[config.mk]
export PLATFORM = sky130hd
export DESIGN_NAME = conv_mac_5x7
export DESIGN_NICKNAME = d
export VERILOG_FILES = /design/src/rtl/conv_mac_5x7_pkg.sv /design/src/rtl/conv_mac_5x7_mul_pipe.sv /design/src/rtl/conv_mac_5x7.sv
export SDC_FILE = /design/constraint.sdc
export NUM_CORES = 2
export LEC_CHECK = 0
export ABC_AREA = 1
export CORE_ASPECT_RATIO = 0.6
export CORE_MARGIN = 3
export CORE_UTILIZATION = 56
export CTS_BUF_LIST = sky130_fd_sc_hd__clkbuf_16
export DETAILED_ROUTE_END_ITERATION = 7
export PLACE_DENSITY = 0.84
export SYNTH_ARGS = -nofsm -noshare
export SYNTH_HDL_FRONTEND = slang
export SYNTH_HIERARCHICAL = 1
export SYNTH_SLANG_ARGS = --single-unit
[constraint.sdc]
create_clock -name clk -period 18.13 [get_ports clk]
set_clock_uncertainty 0.2 [all_clocks]
set_input_delay 5.439 -clock clk [delete_from_list [all_inputs] [get_ports clk]]
set_output_delay 5.439 -clock clk [all_outputs]
set_load 0.02 [all_outputs]
[src/rtl/conv_mac_5x7_pkg.sv]
// conv_mac_5x7_pkg: constants and types shared by the 5x7 convolution MAC
// and the 45-bit result FIFO it feeds.
//   PX_W / WT_W : signed pixel / weight widths
//   ACC_W       : accumulator and FIFO data width
//   TAPS        : taps per window (5x7, row-major)
//   TAP_W       : width of the tap index
package conv_mac_5x7_pkg;
  localparam int PX_W   = 18;
  localparam int WT_W   = 18;
  localparam int ACC_W  = 45;
  localparam int TAPS   = 35;
  localparam int TAP_W  = 6;
  localparam int PROD_W = PX_W + WT_W;

  localparam logic [TAP_W-1:0] TAP_CNT  = 6'd35;
  localparam logic [TAP_W-1:0] LAST_TAP = 6'd34;

  // Window position tags that travel down the pipeline beside the data.
  typedef struct packed {
    logic valid;
    logic first;
    logic last;
  } tap_tag_t;

  // Sign-extend a product to the accumulator width.
  function automatic logic signed [ACC_W-1:0] sext_prod(input logic signed [PROD_W-1:0] p);
    return {{(ACC_W-PROD_W){p[PROD_W-1]}}, p};
  endfunction
endpackage

[src/rtl/conv_mac_5x7_mul_pipe.sv]
// conv_mac_5x7_mul_pipe: registered signed multiplier stage (S1 -> S2).
//   clk, reset : clock and asynchronous active-low reset
//   en_i       : stall; low holds every register
//   tag_i      : S1 window tags (valid/first/last)
//   px_i, wt_i : S1 signed pixel and weight
//   tag_o      : S2 window tags
//   prod_o     : S2 signed product, PX_W+WT_W bits
module conv_mac_5x7_mul_pipe
  import conv_mac_5x7_pkg::*;
(
  input  logic                     clk,
  input  logic                     reset,
  input  logic                     en_i,
  input  tap_tag_t                 tag_i,
  input  logic signed [PX_W-1:0]   px_i,
  input  logic signed [WT_W-1:0]   wt_i,
  output tap_tag_t                 tag_o,
  output logic signed [PROD_W-1:0] prod_o
);

  tap_tag_t                 tag_q;
  logic signed [PROD_W-1:0] prod_q;
  logic signed [PROD_W-1:0] prod_d;

  // Full-width signed product; operands are sign-extended before multiplying.
  always_comb begin
    prod_d = PROD_W'(px_i) * PROD_W'(wt_i);
  end

  // S2 registers; the product only loads when a valid tap is present.
  always_ff @(posedge clk or negedge reset) begin
    if (!reset) begin
      tag_q  <= tap_tag_t'(3'b000);
      prod_q <= {PROD_W{1'b0}};
    end else if (en_i) begin
      tag_q <= tag_i;
      if (tag_i.valid) begin
        prod_q <= prod_d;
      end
    end
  end

  assign tag_o  = tag_q;
  assign prod_o = prod_q;

endmodule

[src/rtl/conv_mac_5x7.sv]
// conv_mac_5x7: 5x7 convolution multiply-accumulate feeding a result FIFO.
//   clk, reset          : clock and asynchronous active-low reset
//   enable              : global stall; low freezes all state except weight loads
//   wt_load/addr/data   : weight register file write port (idle only)
//   px_valid/data/last  : pixel stream, px_last marks tap 34 (checked only)
//   px_ready            : pixel accepted when px_valid && px_ready
//   fifo_full           : downstream FIFO full flag
//   fifo_write/data     : result push to the FIFO
//   busy                : window in progress or result pending
//   err                 : sticky protocol error
module conv_mac_5x7
  import conv_mac_5x7_pkg::*;
(
  input  logic                    clk,
  input  logic                    reset,
  input  logic                    enable,
  input  logic                    wt_load,
  input  logic [TAP_W-1:0]        wt_addr,
  input  logic signed [WT_W-1:0]  wt_data,
  input  logic                    px_valid,
  input  logic signed [PX_W-1:0]  px_data,
  input  logic                    px_last,
  output logic                    px_ready,
  input  logic                    fifo_full,
  output logic                    fifo_write,
  output logic signed [ACC_W-1:0] fifo_data,
  output logic                    busy,
  output logic                    err
);

  logic [TAP_W-1:0]         tap_q, tap_d;
  logic signed [WT_W-1:0]   wt_q [TAPS];
  tap_tag_t                 s1_tag_q;
  logic signed [PX_W-1:0]   s1_px_q;
  logic signed [WT_W-1:0]   s1_wt_q;
  tap_tag_t                 s2_tag_s;
  logic signed [PROD_W-1:0] s2_prod_s;
  logic signed [ACC_W-1:0]  acc_q, acc_d;
  logic signed [ACC_W-1:0]  fifo_data_q;
  logic                     out_valid_q, out_valid_d;
  logic                     err_q;

  logic                     px_ready_s, accept_s, fifo_write_s, busy_s;
  logic                     wt_we_s, wt_err_s, is_last_tap_s, last_err_s;
  logic signed [ACC_W-1:0]  prod_ext_s;

  // Handshake, error detection and next-state for counter, accumulator, output.
  always_comb begin
    px_ready_s    = reset & enable & ~(out_valid_q & fifo_full);
    accept_s      = px_valid & px_ready_s;
    fifo_write_s  = reset & enable & out_valid_q & ~fifo_full;
    busy_s        = (tap_q != {TAP_W{1'b0}}) | s1_tag_q.valid | s2_tag_s.valid | out_valid_q;
    // busy_s reflects state before the edge, so a load alongside the first
    // accept of a window still lands; S1 already sampled the old weight.
    wt_we_s       = wt_load & ~busy_s & (wt_addr < TAP_CNT);
    wt_err_s      = wt_load & (busy_s | (wt_addr >= TAP_CNT));
    is_last_tap_s = (tap_q == LAST_TAP);
    last_err_s    = accept_s & (px_last ^ is_last_tap_s);
    tap_d         = accept_s ? (is_last_tap_s ? 6'd0 : tap_q + 6'd1) : tap_q;
    prod_ext_s    = sext_prod(s2_prod_s);
    acc_d         = s2_tag_s.first ? prod_ext_s : acc_q + prod_ext_s;
    // A new result cannot meet a pending one: a window needs 35 accepts.
    out_valid_d   = (s2_tag_s.valid & s2_tag_s.last) ? 1'b1 :
                    (fifo_write_s ? 1'b0 : out_valid_q);
  end

  // Weight register file: no reset so coefficients survive a pipeline reset.
  always_ff @(posedge clk) begin
    if (wt_we_s) begin
      wt_q[wt_addr] <= wt_data;
    end
  end

  // Tap counter, S1 capture, S3 accumulate, output register and sticky error.
  always_ff @(posedge clk or negedge reset) begin
    if (!reset) begin
      tap_q       <= 6'd0;
      s1_tag_q    <= tap_tag_t'(3'b000);
      s1_px_q     <= {PX_W{1'b0}};
      s1_wt_q     <= {WT_W{1'b0}};
      acc_q       <= {ACC_W{1'b0}};
      fifo_data_q <= {ACC_W{1'b0}};
      out_valid_q <= 1'b0;
      err_q       <= 1'b0;
    end else begin
      // Weight-load errors are flagged even while stalled.
      err_q <= err_q | wt_err_s | last_err_s;
      if (enable) begin
        tap_q          <= tap_d;
        s1_tag_q.valid <= accept_s;
        s1_tag_q.first <= (tap_q == 6'd0);
        s1_tag_q.last  <= is_last_tap_s;
        if (accept_s) begin
          s1_px_q <= px_data;
          s1_wt_q <= wt_q[tap_q];
        end
        if (s2_tag_s.valid) begin
          acc_q <= acc_d;
          if (s2_tag_s.last) begin
            fifo_data_q <= acc_d;
          end
        end
        out_valid_q <= out_valid_d;
      end
    end
  end

  conv_mac_5x7_mul_pipe u_mul (
    .clk    (clk),
    .reset  (reset),
    .en_i   (enable),
    .tag_i  (s1_tag_q),
    .px_i   (s1_px_q),
    .wt_i   (s1_wt_q),
    .tag_o  (s2_tag_s),
    .prod_o (s2_prod_s)
  );

  assign px_ready   = px_ready_s;
  assign fifo_write = fifo_write_s;
  assign fifo_data  = fifo_data_q;
  assign busy       = busy_s;
  assign err        = err_q;

endmodule

==> reports/results.txt <==
The routed layout has 37.6k vias. For the worst-skew pair, the clock arrives at the later sink with an insertion delay of 0.65 ns. The startpoint of the lowest-slack register-to-register path is s1_wt_q[3].

After synthesis, the mean cell area works out to 9.34 µm². In this run the number of H-tree levels came out at 3. The core outline area came out at 0.0860 mm².

Relative to the synthesized area, the layout overhead comes to 8.84%. Among all flip-flop cells after synthesis, the most frequent one is sky130_fd_sc_hd__edfxtp_1. The run gives 76 as the number of buffers created by CTS. The floorplan row count is 83. The final-stage net count is 5,755, and the number of resized instances in the post-cts repair step is 0.

The first global-routing pass estimated 204,000 µm of wire. The worst setup path is launched from an input pin. The share of final-layout standard cells stronger than drive strength 1 was 0.0557; the ratio of routed vias to standard cells was 5.83.

The detailed router finished its first iteration with 5,227 violations. Setup total negative slack on the finished layout was measured at 0 ns. The hold violation total from the final report is 0, and the starting density of the core is 0.568.

The kind of critical path was in2out. In the routed design, unresolved DRC markers number 3. The run gives 1.05 as the weighted congestion reported at the end of routability-driven placement. Overall die height: 235 µm. At the worst endpoint, the required time is 12.49 ns.

The cell type with the highest aggregate area in the netlist is sky130_fd_sc_hd__edfxtp_1. STA puts the critical path data arrival time at 7.22 ns. Leaving out fill and tap cells, the most frequent cells in the layout are sky130_fd_sc_hd__nand2_1 (1,392), sky130_fd_sc_hd__inv_1 (832), sky130_fd_sc_hd__edfxtp_1 (630). The run gives 0 as the max-slew violation total from the final report. For the count of TritonRoute iterations in the first routing pass, the log shows 8.

Top fanout value on the critical path: 7. The half-perimeter wire length after detailed placement came out at 89,100 µm. The tightest min-delay check is of the reg2reg type. Setup repair after global routing left no endpoint under its margin.

Number of primary I/O pins: 98. The number of nets handed over by synthesis was 5,748. Summed instance area of the synthesized netlist: 0.0488 mm². The number of global-route vias before repair is 36.7k, and the minimum period implied by the final worst setup slack is 12.86 ns. The run gives 0.0233 mm² as the total area of sequential cells. The sequential cell area fraction in the yosys report came out at 0.478.

Library cell appearing most often on the critical path: sky130_fd_sc_hd__clkdlybuf4s50_1. The tools report the CTS sink count as 806. After synthesis, the netlist uses 49 different library cells. The logs give 0.285 for the aggregate global-route resource usage and 0 for the count of nets left with antenna violations after detail routing. The buffer count from post-CTS setup fixing was 0.

The hold path startpoint is fifo_data[38]. The maximum number of pins on one net before global-route repair was 230; the async set or reset register ratio after synthesis was 0.218. The maximum clock insertion buffer count came out at 3. The run gives 0.0213 mm² as the area taken by multi-input logic gates. For the number of fill cells in the layout, the log shows 6,553. The flow ran to the end, but the final reports show violations. The run gives 0.618 as the post-layout utilization of the core.

The final reports fail on DRC. The Yosys step of the flow raised 6 warnings. In the final routed layout, each cell accounts on average for 20.1 µm. The slowest stage of the critical path belongs to the cell sky130_fd_sc_hd__clkdlybuf4s50_1. The signal on the critical path passes through clkdlybuf4s50_1 -> nand2_1 -> nor3_1 -> clkdlybuf4s50_1.

The ratio of final minimum period to clock period works out to 0.709. TritonCTS built the clock tree. Worst max-slew margin expressed relative to the limit: 0.114. Counting flops with a built-in enable in the synthesized netlist gives 630. Post-synthesis register bit count: 806.

Hold repair after CTS inserted 0 buffers. The number of setup violations in the final report was 0; the max capacitance violation total was 0. The width of the chip came out at 387 µm. Register clock-pin slew on the reported worst setup and hold paths: 0.06 ns.

Synthesized instance count: 5,229. The critical path starts at enable. Endpoint type of the worst setup path: a primary output. The final layout contains routed wiring with a total length of 130,000 µm. The total overflow left after global routing is 0. At the pin with the least slew margin, the transition time is 1.32 ns.

By area the synthesized netlist is led by sky130_fd_sc_hd__edfxtp_1 (39%), sky130_fd_sc_hd__fa_1 (14%), sky130_fd_sc_hd__nand2_1 (11%), sky130_fd_sc_hd__dfrtp_1 (9.0%), sky130_fd_sc_hd__inv_1 (6.3%). The tools report the number of antenna violations at the first check in global routing as 7. The portion of synthesized cell area occupied by the leading cell type was 0.387. For this run, the top clock speed supported by timing is 77.7 MHz. During placement, the flow inserted port buffers numbering 97.

Most common cell after layout, fill and taps aside: sky130_fd_sc_hd__nand2_1. The tree is rooted in a sky130_fd_sc_hd__clkbuf_16. The die covers 0.0909 mm².

The largest single stage delay on the critical path is 0.67 ns.
## Yosys cell counts (5+ instances only)
cell	instances
sky130_fd_sc_hd__buf_4	15
sky130_fd_sc_hd__fa_1	330
sky130_fd_sc_hd__xnor2_1	24
sky130_fd_sc_hd__nand4_1	55
sky130_fd_sc_hd__dfrtp_1	176
sky130_fd_sc_hd__or2_2	14
sky130_fd_sc_hd__o21ai_0	332
sky130_fd_sc_hd__inv_2	6
sky130_fd_sc_hd__a2bb2oi_2	12
sky130_fd_sc_hd__o21bai_1	9
sky130_fd_sc_hd__edfxtp_1	630
sky130_fd_sc_hd__nand3_2	7
sky130_fd_sc_hd__buf_2	54
sky130_fd_sc_hd__a31oi_1	14
sky130_fd_sc_hd__o22ai_1	135
sky130_fd_sc_hd__o21ai_1	34
sky130_fd_sc_hd__buf_6	17
sky130_fd_sc_hd__o21a_1	5
sky130_fd_sc_hd__inv_1	816
sky130_fd_sc_hd__nand2_2	13
sky130_fd_sc_hd__nand3b_1	7
sky130_fd_sc_hd__nor3_1	15
sky130_fd_sc_hd__nor2_1	482
sky130_fd_sc_hd__nor2_2	22
sky130_fd_sc_hd__nand2_1	1392
sky130_fd_sc_hd__ha_1	140
sky130_fd_sc_hd__nand3_1	158
sky130_fd_sc_hd__clkbuf_1	138
sky130_fd_sc_hd__a21oi_1	128
sky130_fd_sc_hd__buf_1	11
## worst max-delay path, delay by kind of cell
kind	cells	cell delay [ns]
AND/OR/NAND/NOR	2	0.47
buffers and inverters	2	1.32
## flip-flops by register name, indices dropped and copies added (netlist names)
register and count:
fifo_data 45, wt_q 630, acc_q 45, s1_wt_q 18, s1_px_q 18, u_mul/prod_o 36, u_mul/tag_o 3, s1_tag_q 3
err 1, out_valid_q 1, tap_q 6
## final timing paths
path / slack [ns] / endpoint / depth (start not counted)
setup / recovery: 5.27 / fifo_write / 4
hold / removal: 0.28 / fifo_data[38] / 2
setup reg to reg: 10.73 / u_mul/prod_o[32] / 20
hold reg to reg: 0.28 / fifo_data[38] / 2
max in group asynchronous: 11.87 / acc_q[33] / 2
min in group asynchronous: 4.57 / fifo_data[3] / 1
## layout make-up
class | instances | area share
clock buffers | 79 | 0.0372
well taps | 1147 | 0.0270
repair buffers | 165 | 0.0282
inverters | 826 | 0.0585
clock inverters | 60 | 0.00843
flip-flops and latches | 806 | 0.439
multi-input cells | 3361 | 0.402
diodes | 1 | 0.0000471
## per-layer routing
| layer | track usage | share of wire |
|---|---|---|
| met3 | 0.0842 | 0.15 |
| met2 | 0.398 | 0.41 |
| met1 | 0.427 | 0.41 |
| met5 | 0 | 0.00064 |
| met4 | 0.0932 | 0.032 |
## cells by family after synthesis
kind of cell / share of synthesized area
AOI/OAI and AO/OA: 0.0765
buffers and inverters: 0.0869
DFF: 0.478
xor gates and xnor gates: 0.00502
and+or+nand+nor: 0.182
muxes: 0.000461
adders and majority gates: 0.171
## stage by stage
stage | cell area, µm² | instances | worst slack (ns) | hold WS (ns)
after detailed placement | 50700 | 6305 | 5.39 | 0.269
after CTS | 53100 | 6444 | 5.28 | 0.285
final | 53100 | 6445 | 5.27 | 0.279
after floorplan | 48800 | 5229 | 6.51 | 0.247
after global routing | 53100 | 6445 | 5.18 | 0.312
after global placement | 50700 | 6305 | 5.38 | 0.264
Power is not shown: default switching activity piles up to over one toggle a cycle in this logic, so the estimate is an artifact.
